**config.mk**
```make
export PLATFORM = sky130hd
export DESIGN_NAME = mac_half_stream_driver
export DESIGN_NICKNAME = d
export VERILOG_FILES = /design/src/rtl/mac_half_stream_driver.sv
export SDC_FILE = /design/constraint.sdc
export NUM_CORES = 1
export LEC_CHECK = 0
export CAP_MARGIN = 0
export CORE_MARGIN = 8
export CORE_UTILIZATION = 45
export DETAILED_ROUTE_END_ITERATION = 7
export GPL_TIMING_DRIVEN = 0
export PLACE_DENSITY = 0.75
export RECOVER_POWER = 100
export SYNTH_ARGS = -nofsm -noshare
export SYNTH_HDL_FRONTEND = slang
export SYNTH_SLANG_ARGS = --single-unit
```
**constraint.sdc**
```tcl
create_clock -name clock -period 2.8 [get_ports clock]
set_input_delay 0.56 -clock clock [delete_from_list [all_inputs] [get_ports clock]]
set_output_delay 0.56 -clock clock [all_outputs]
set_load 0.01 [all_outputs]
```
**src/rtl/mac_half_stream_driver.sv**
```systemverilog
// Initiator-side driver for a fixed-latency half-precision MAC core (q = a*b + c),
// tracking result validity and credits; define MAC_HALF_DRV_STATS_EN to add issue/pop counters.
module mac_half_stream_driver #(
    parameter int LATENCY    = 9,
    parameter int FIFO_DEPTH = 16,
    parameter int DATA_W     = 16
) (
    input  logic                              clock,
    input  logic                              resetn,
    input  logic                              s_valid,
    output logic                              s_ready,
    input  logic [DATA_W-1:0]                 s_a,
    input  logic [DATA_W-1:0]                 s_b,
    input  logic [DATA_W-1:0]                 s_c,
    output logic [DATA_W-1:0]                 mac_a,
    output logic [DATA_W-1:0]                 mac_b,
    output logic [DATA_W-1:0]                 mac_c,
    input  logic [DATA_W-1:0]                 mac_q,
    output logic                              m_valid,
    input  logic                              m_ready,
    output logic [DATA_W-1:0]                 m_data,
    output logic [$clog2(FIFO_DEPTH+1)-1:0]   inflight
`ifdef MAC_HALF_DRV_STATS_EN
    ,
    output logic [31:0]                       stat_issued,
    output logic [31:0]                       stat_popped
`endif
);

    localparam int CW = $clog2(FIFO_DEPTH + 1);
    localparam int AW = (FIFO_DEPTH > 1) ? $clog2(FIFO_DEPTH) : 1;
    localparam logic [CW-1:0] CREDIT_ONE = CW'(1);
    localparam logic [CW-1:0] CREDIT_MAX = CW'(FIFO_DEPTH);
    localparam logic [AW-1:0] PTR_ONE    = AW'(1);

    logic              issue;
    logic              pop;
    logic [CW-1:0]     credits_reg;
    logic [CW-1:0]     credits_next;
    logic              s_ready_reg;
    logic [DATA_W-1:0] mac_a_reg;
    logic [DATA_W-1:0] mac_b_reg;
    logic [DATA_W-1:0] mac_c_reg;
    logic [LATENCY-1:0] vpipe_reg;
    logic [LATENCY-1:0] vpipe_next;
    logic [DATA_W-1:0] mem [FIFO_DEPTH];
    logic [AW-1:0]     wr_ptr_reg;
    logic [AW-1:0]     rd_ptr_reg;
    logic [CW-1:0]     mem_count_reg;
    logic [CW-1:0]     mem_count_next;
    logic              push;
    logic              load;
    logic              head_valid_reg;
    logic [DATA_W-1:0] head_data_reg;

    assign issue = s_valid & s_ready_reg;
    assign pop   = head_valid_reg & m_ready;

    // Credits cover both results still in the core and results waiting in the FIFO.
    always_comb begin
        credits_next = credits_reg;
        if (issue && !pop) begin
            credits_next = credits_reg - CREDIT_ONE;
        end else if (pop && !issue) begin
            credits_next = credits_reg + CREDIT_ONE;
        end
    end

    always_ff @(posedge clock) begin
        if (!resetn) begin
            credits_reg <= CREDIT_MAX;
            s_ready_reg <= 1'b0;
        end else begin
            credits_reg <= credits_next;
            s_ready_reg <= (credits_next != '0);
        end
    end

    always_ff @(posedge clock) begin
        if (!resetn) begin
            mac_a_reg <= '0;
            mac_b_reg <= '0;
            mac_c_reg <= '0;
        end else if (issue) begin
            mac_a_reg <= s_a;
            mac_b_reg <= s_b;
            mac_c_reg <= s_c;
        end
    end

    // The core has no valid output, so a token shifts alongside each operand set.
    assign vpipe_next[0] = issue;
    generate
        for (genvar gi = 1; gi < LATENCY; gi++) begin : g_vpipe
            assign vpipe_next[gi] = vpipe_reg[gi-1];
        end
    endgenerate

    always_ff @(posedge clock) begin
        if (!resetn) begin
            vpipe_reg <= '0;
        end else begin
            vpipe_reg <= vpipe_next;
        end
    end

    assign push = vpipe_reg[LATENCY-1];
    // Head refills from storage only; a result written this edge is visible a cycle later.
    assign load = (!head_valid_reg || pop) && (mem_count_reg != '0);

    always_ff @(posedge clock) begin
        if (resetn && push) begin
            mem[wr_ptr_reg] <= mac_q;
        end
    end

    always_comb begin
        mem_count_next = mem_count_reg;
        case ({push, load})
            2'b10:   mem_count_next = mem_count_reg + CREDIT_ONE;
            2'b01:   mem_count_next = mem_count_reg - CREDIT_ONE;
            default: mem_count_next = mem_count_reg;
        endcase
    end

    always_ff @(posedge clock) begin
        if (!resetn) begin
            wr_ptr_reg     <= '0;
            rd_ptr_reg     <= '0;
            mem_count_reg  <= '0;
            head_valid_reg <= 1'b0;
            head_data_reg  <= '0;
        end else begin
            mem_count_reg <= mem_count_next;
            if (push) begin
                wr_ptr_reg <= wr_ptr_reg + PTR_ONE;
            end
            if (load) begin
                rd_ptr_reg     <= rd_ptr_reg + PTR_ONE;
                head_valid_reg <= 1'b1;
                head_data_reg  <= mem[rd_ptr_reg];
            end else if (pop) begin
                head_valid_reg <= 1'b0;
            end
        end
    end

    assign s_ready  = s_ready_reg;
    assign mac_a    = mac_a_reg;
    assign mac_b    = mac_b_reg;
    assign mac_c    = mac_c_reg;
    assign m_valid  = head_valid_reg;
    assign m_data   = head_data_reg;
    assign inflight = CREDIT_MAX - credits_reg;

`ifdef MAC_HALF_DRV_STATS_EN
    logic [31:0] stat_issued_reg;
    logic [31:0] stat_popped_reg;

    always_ff @(posedge clock) begin
        if (!resetn) begin
            stat_issued_reg <= '0;
            stat_popped_reg <= '0;
        end else begin
            if (issue) begin
                stat_issued_reg <= stat_issued_reg + 32'd1;
            end
            if (pop) begin
                stat_popped_reg <= stat_popped_reg + 32'd1;
            end
        end
    end

    assign stat_issued = stat_issued_reg;
    assign stat_popped = stat_popped_reg;
`endif

endmodule

```
==> out/results.tsv <==
stage	metric	value	unit
grt	grt_pass1_vias	8207	
clock_network	postCtsHoldBufs	0	
floorplan	coreArea	29400	µm²
finish	drive_gt1_share	14.7	%
worst_setup_path	worstRegToRegCells	11	
grt	grt_pass1_wl	48.0	mm
floorplan	rows	63	
synthesis	postSynthCellCount	810	
synthesis	synth_compound_area_share	6.78	%
worst_setup_path	crit_type	reg2reg	
floorplan	initial_utilization	45.4	%
worst_setup_path	rrSetupSlack	0.07	ns
finish	final_nets	1070	
pwr	power.density	854	nW/µm²
pwr	vdd_ir_drop_max	510	µV
synthesis	yosysWarnings	0	
timing	rsz0062_at_grt	true	
clock_network	cts_tree	yes	
synthesis	netlist_area	13400	µm²
synthesis	synth_edf_count	256	
synthesis	syn_nets	889	
synthesis	synthXorXnorAreaFrac	1.11	%
place	gp_congestion	0.747	
detailed_routing	drc	0	
synthesis	synthSimpleGateAreaFrac	6.49	%
clock_network	cts.sinks	349	
finish	largest_reg_flops	256	
worst_setup_path	reg2reg_to	mem_count_reg[4]$_SDFFE_PN0P_	
grt	globalRouteTotalUtil	17.4	%
place	dp_cells	1337	
worst_hold_path	worstHoldStart	vpipe_reg[1]$_SDFF_PN0_	
synthesis	avgSynthCellArea	16.5	µm²
worst_setup_path	critPathLaunchType	register	
pwr	power	14.2	mW
floorplan	die_x	188	µm
place	numPortBuffers	137	
pwr	power.share.combinational	21.3	%
timing	worstMarginPinSlew	1.15	ns
finish	n_antenna_cell	0	
floorplan	die_area	35500	µm²
worst_hold_path	whs_path_depth	1	
detailed_routing	vias_per_cell	5.43	
grt	antenna_found_initial	0	
worst_setup_path	cp-end-kind	register	
pwr	power_switching_share	26.2	%
finish	final_util	56.4	%
clock_network	clockBufferDepth	3	
finish	fin_area	16600	µm²
clock_network	clock_latency	0.53	ns
place	place_area	15200	µm²
worst_setup_path	critical_path_required	3.27	ns
worst_setup_path	cp.arrival	3.20	ns
clock_network	clkTransAtPathRegs	0.06	ns
timing	holdWs	0.426	ns
clock_network	h-tree-depth	2	
pwr	p_sw	3.71	mW
pwr	p_int	10.5	mW
flow_run	maxCapViolations	0	
timing	finalHoldViolations	0	
worst_setup_path	path_max_fanout	4	
detailed_routing	routedWlPerCell	22.0	µm
synthesis	ys_ff_latch	349	
detailed_routing	wirelength	31.1	mm
pwr	clockPowerShare	36.7	%
detailed_routing	drtIter0Drc	640	
worst_hold_path	hold_class	reg2reg	
synthesis	synthFlopType	edfxtp_1	
finish	nFillCells	2248	
synthesis	synthAdderAreaFrac	1.03	%
detailed_routing	drt_pre_antenna_iters	5	
finish	final_cells	1410	
synthesis	synth_top_family_by_area	multiplexers	
synthesis	yosys.cell_types.count	44	
timing	fin_crit_sh	97.4	%
run_status	status	finished clean	
synthesis	yosysSeqAreaShare	71.5	%
detailed_routing	num_vias	7655	
worst_setup_path	r2r_start	mem_count_reg[0]$_SDFFE_PN0P_	
timing	finalMaxSlewViolations	0	
timing	min_period	2.73	ns
worst_hold_path	hold_end	vpipe_reg[2]$_SDFF_PN0_	
timing	max_freq	367	MHz
synthesis	synthMuxAreaShare	11.1	%
timing	setup_viol	0	
pwr	leakage	5.49	nW
timing	finClkSkew	0.0182	ns
pwr	seqPwrFrac	42.0	%
clock_network	cts_buffers	38	
finish	regMostFlops	mem	
grt	gr-total-overflow	0	
finish	synthToLayoutAreaGrowth	24.2	%
floorplan	die_height	188	µm
grt	grt_max_degree	17	
place	hpwl	19.2	mm
floorplan	io_pins	139	
synthesis	async_flop_share	0	%
detailed_routing	antenna_left	0	
timing	relSlewSlack	23.1	%
clock_network	ctsRootBufferMaster	clkbuf_16	
[stage by stage]
step	setup slack, ns	setup TNS (ns)
after floorplan	0.0171	0
after global placement	-0.330	-29.26
after detailed placement	-0.353	-31.18
after CTS	0.000594	0
after global routing	-0.0187	-0.0187
final	0.0725	0
[area by class of cell]
type,instances,area [µm²],area share [%]
sequential,349,9560,57.6
clock buffer,46,991,5.97
clock inverter,23,323,1.94
multi-input combinational,402,3560,21.5
tap,390,488,2.94
buffer,50,233,1.40
timing repair buffer,142,1410,8.50
inverter,8,30.0,0.181
[cells by family (layout without fill, tap and decap cells)]
family,Yosys count,in the layout
AO/OA/AOI/OAI,120,120
XOR/XNOR,17,17
adder cells (fa/ha/maj),11,11
buffers and inverters,59,269
flip-flops,349,349
multiplexers,68,68
AND/OR/NAND/NOR,186,186
[power by group through the flow]
stage | clock network (mW) | registers, mW | logic (mW)
detailed placement | 0 | 6.05 | 2.96
global route | 5.48 | 5.99 | 3.27
floorplan | 0 | 6.09 | 1.79
global placement | 0 | 6.04 | 2.92
CTS | 5.26 | 5.96 | 3.03
finish | 5.20 | 5.96 | 3.02
[Yosys cell counts (all sizes together) (2+ instances only)]
| library cell | instances | area [µm²] |
|---|---|---|
| nor2b | 6 | 37.5 |
| mux4 | 64 | 1440 |
| edfxtp | 256 | 7690 |
| dfxtp | 93 | 1860 |
| or3 | 2 | 12.5 |
| o21ai | 3 | 15.0 |
| nor3 | 3 | 15.0 |
| nor2 | 5 | 18.8 |
| xor2 | 6 | 52.6 |
| xnor2 | 11 | 96.3 |
| and3 | 3 | 18.8 |
| mux2i | 3 | 30.0 |
| ha | 11 | 138 |
| a21boi | 50 | 375 |
| a211o | 2 | 17.5 |
| clkbuf | 31 | 116 |
| buf | 20 | 121 |
| a22oi | 34 | 255 |
| and2 | 37 | 234 |
| nand3 | 2 | 10.0 |
| inv | 8 | 30.0 |
| nand4 | 2 | 12.5 |
| a22o | 16 | 140 |
| a21oi | 6 | 30.0 |
| a32oi | 2 | 17.5 |
| nand2 | 117 | 439 |
| nand2b | 4 | 25.0 |
[cells in the final DEF (no fill, tap or decap), drive strengths merged, types with 5 or more instances in the layout]
| cell | synthesis | final |
|---|---|---|
| edfxtp | 256 | 256 |
| clkdlybuf4s50 | 0 | 120 |
| nand2 | 117 | 117 |
| dfxtp | 93 | 93 |
| clkbuf | 31 | 77 |
| mux4 | 64 | 64 |
| a21boi | 50 | 50 |
| and2 | 37 | 37 |
| a22oi | 34 | 34 |
| buf | 20 | 24 |
| a22o | 16 | 16 |
| dlygate4sd3 | 0 | 16 |
| inv | 8 | 12 |
| clkinv | 0 | 12 |
| xnor2 | 11 | 11 |
| ha | 11 | 11 |
| xor2 | 6 | 6 |
| nor2b | 6 | 6 |
| a21oi | 6 | 6 |
| bufinv | 0 | 6 |
| nor2 | 5 | 5 |
[worst max-delay path, cell delays in order (launching register included)]
cell,delay (ns)
dfxtp_4,0.35
or4_4,0.54
o21a_1,0.20
buf_6,0.12
ha_4,0.15
xor2_1,0.14
ha_2,0.18
a211o_1,0.23
a211o_1,0.29
a31oi_1,0.15
xor2_1,0.16
and2_1,0.14
[worst max-delay path by stage]
stage | start | endpoint | cells past startpoint
after floorplan | mem_count_reg[1]$_SDFFE_PN0P_ | mem_count_reg[4]$_SDFFE_PN0P_ | 12
after global placement | m_ready | mem_count_reg[4]$_SDFFE_PN0P_ | 12
after detailed placement | m_ready | mem_count_reg[4]$_SDFFE_PN0P_ | 12
after CTS | mem_count_reg[2]$_SDFFE_PN0P_ | mem_count_reg[4]$_SDFFE_PN0P_ | 11
after global routing | mem_count_reg[0]$_SDFFE_PN0P_ | mem_count_reg[4]$_SDFFE_PN0P_ | 11
final | mem_count_reg[0]$_SDFFE_PN0P_ | mem_count_reg[4]$_SDFFE_PN0P_ | 11
[per-layer routing]
metal | part of all wire, % | GRT usage, %
met2 | 47 | 28.5
met5 | 0 | 0
met1 | 38 | 21.3
met4 | 2.9 | 5.53
met3 | 12 | 6.49
[what timing repair did]
action,in CTS,in global routing
gates resized for setup,5,5
buffers inserted,3,2
pin swaps,4,4
gates cloned,0,0
setup endpoints to repair,2,2
Power figures use the tool's default switching activity.
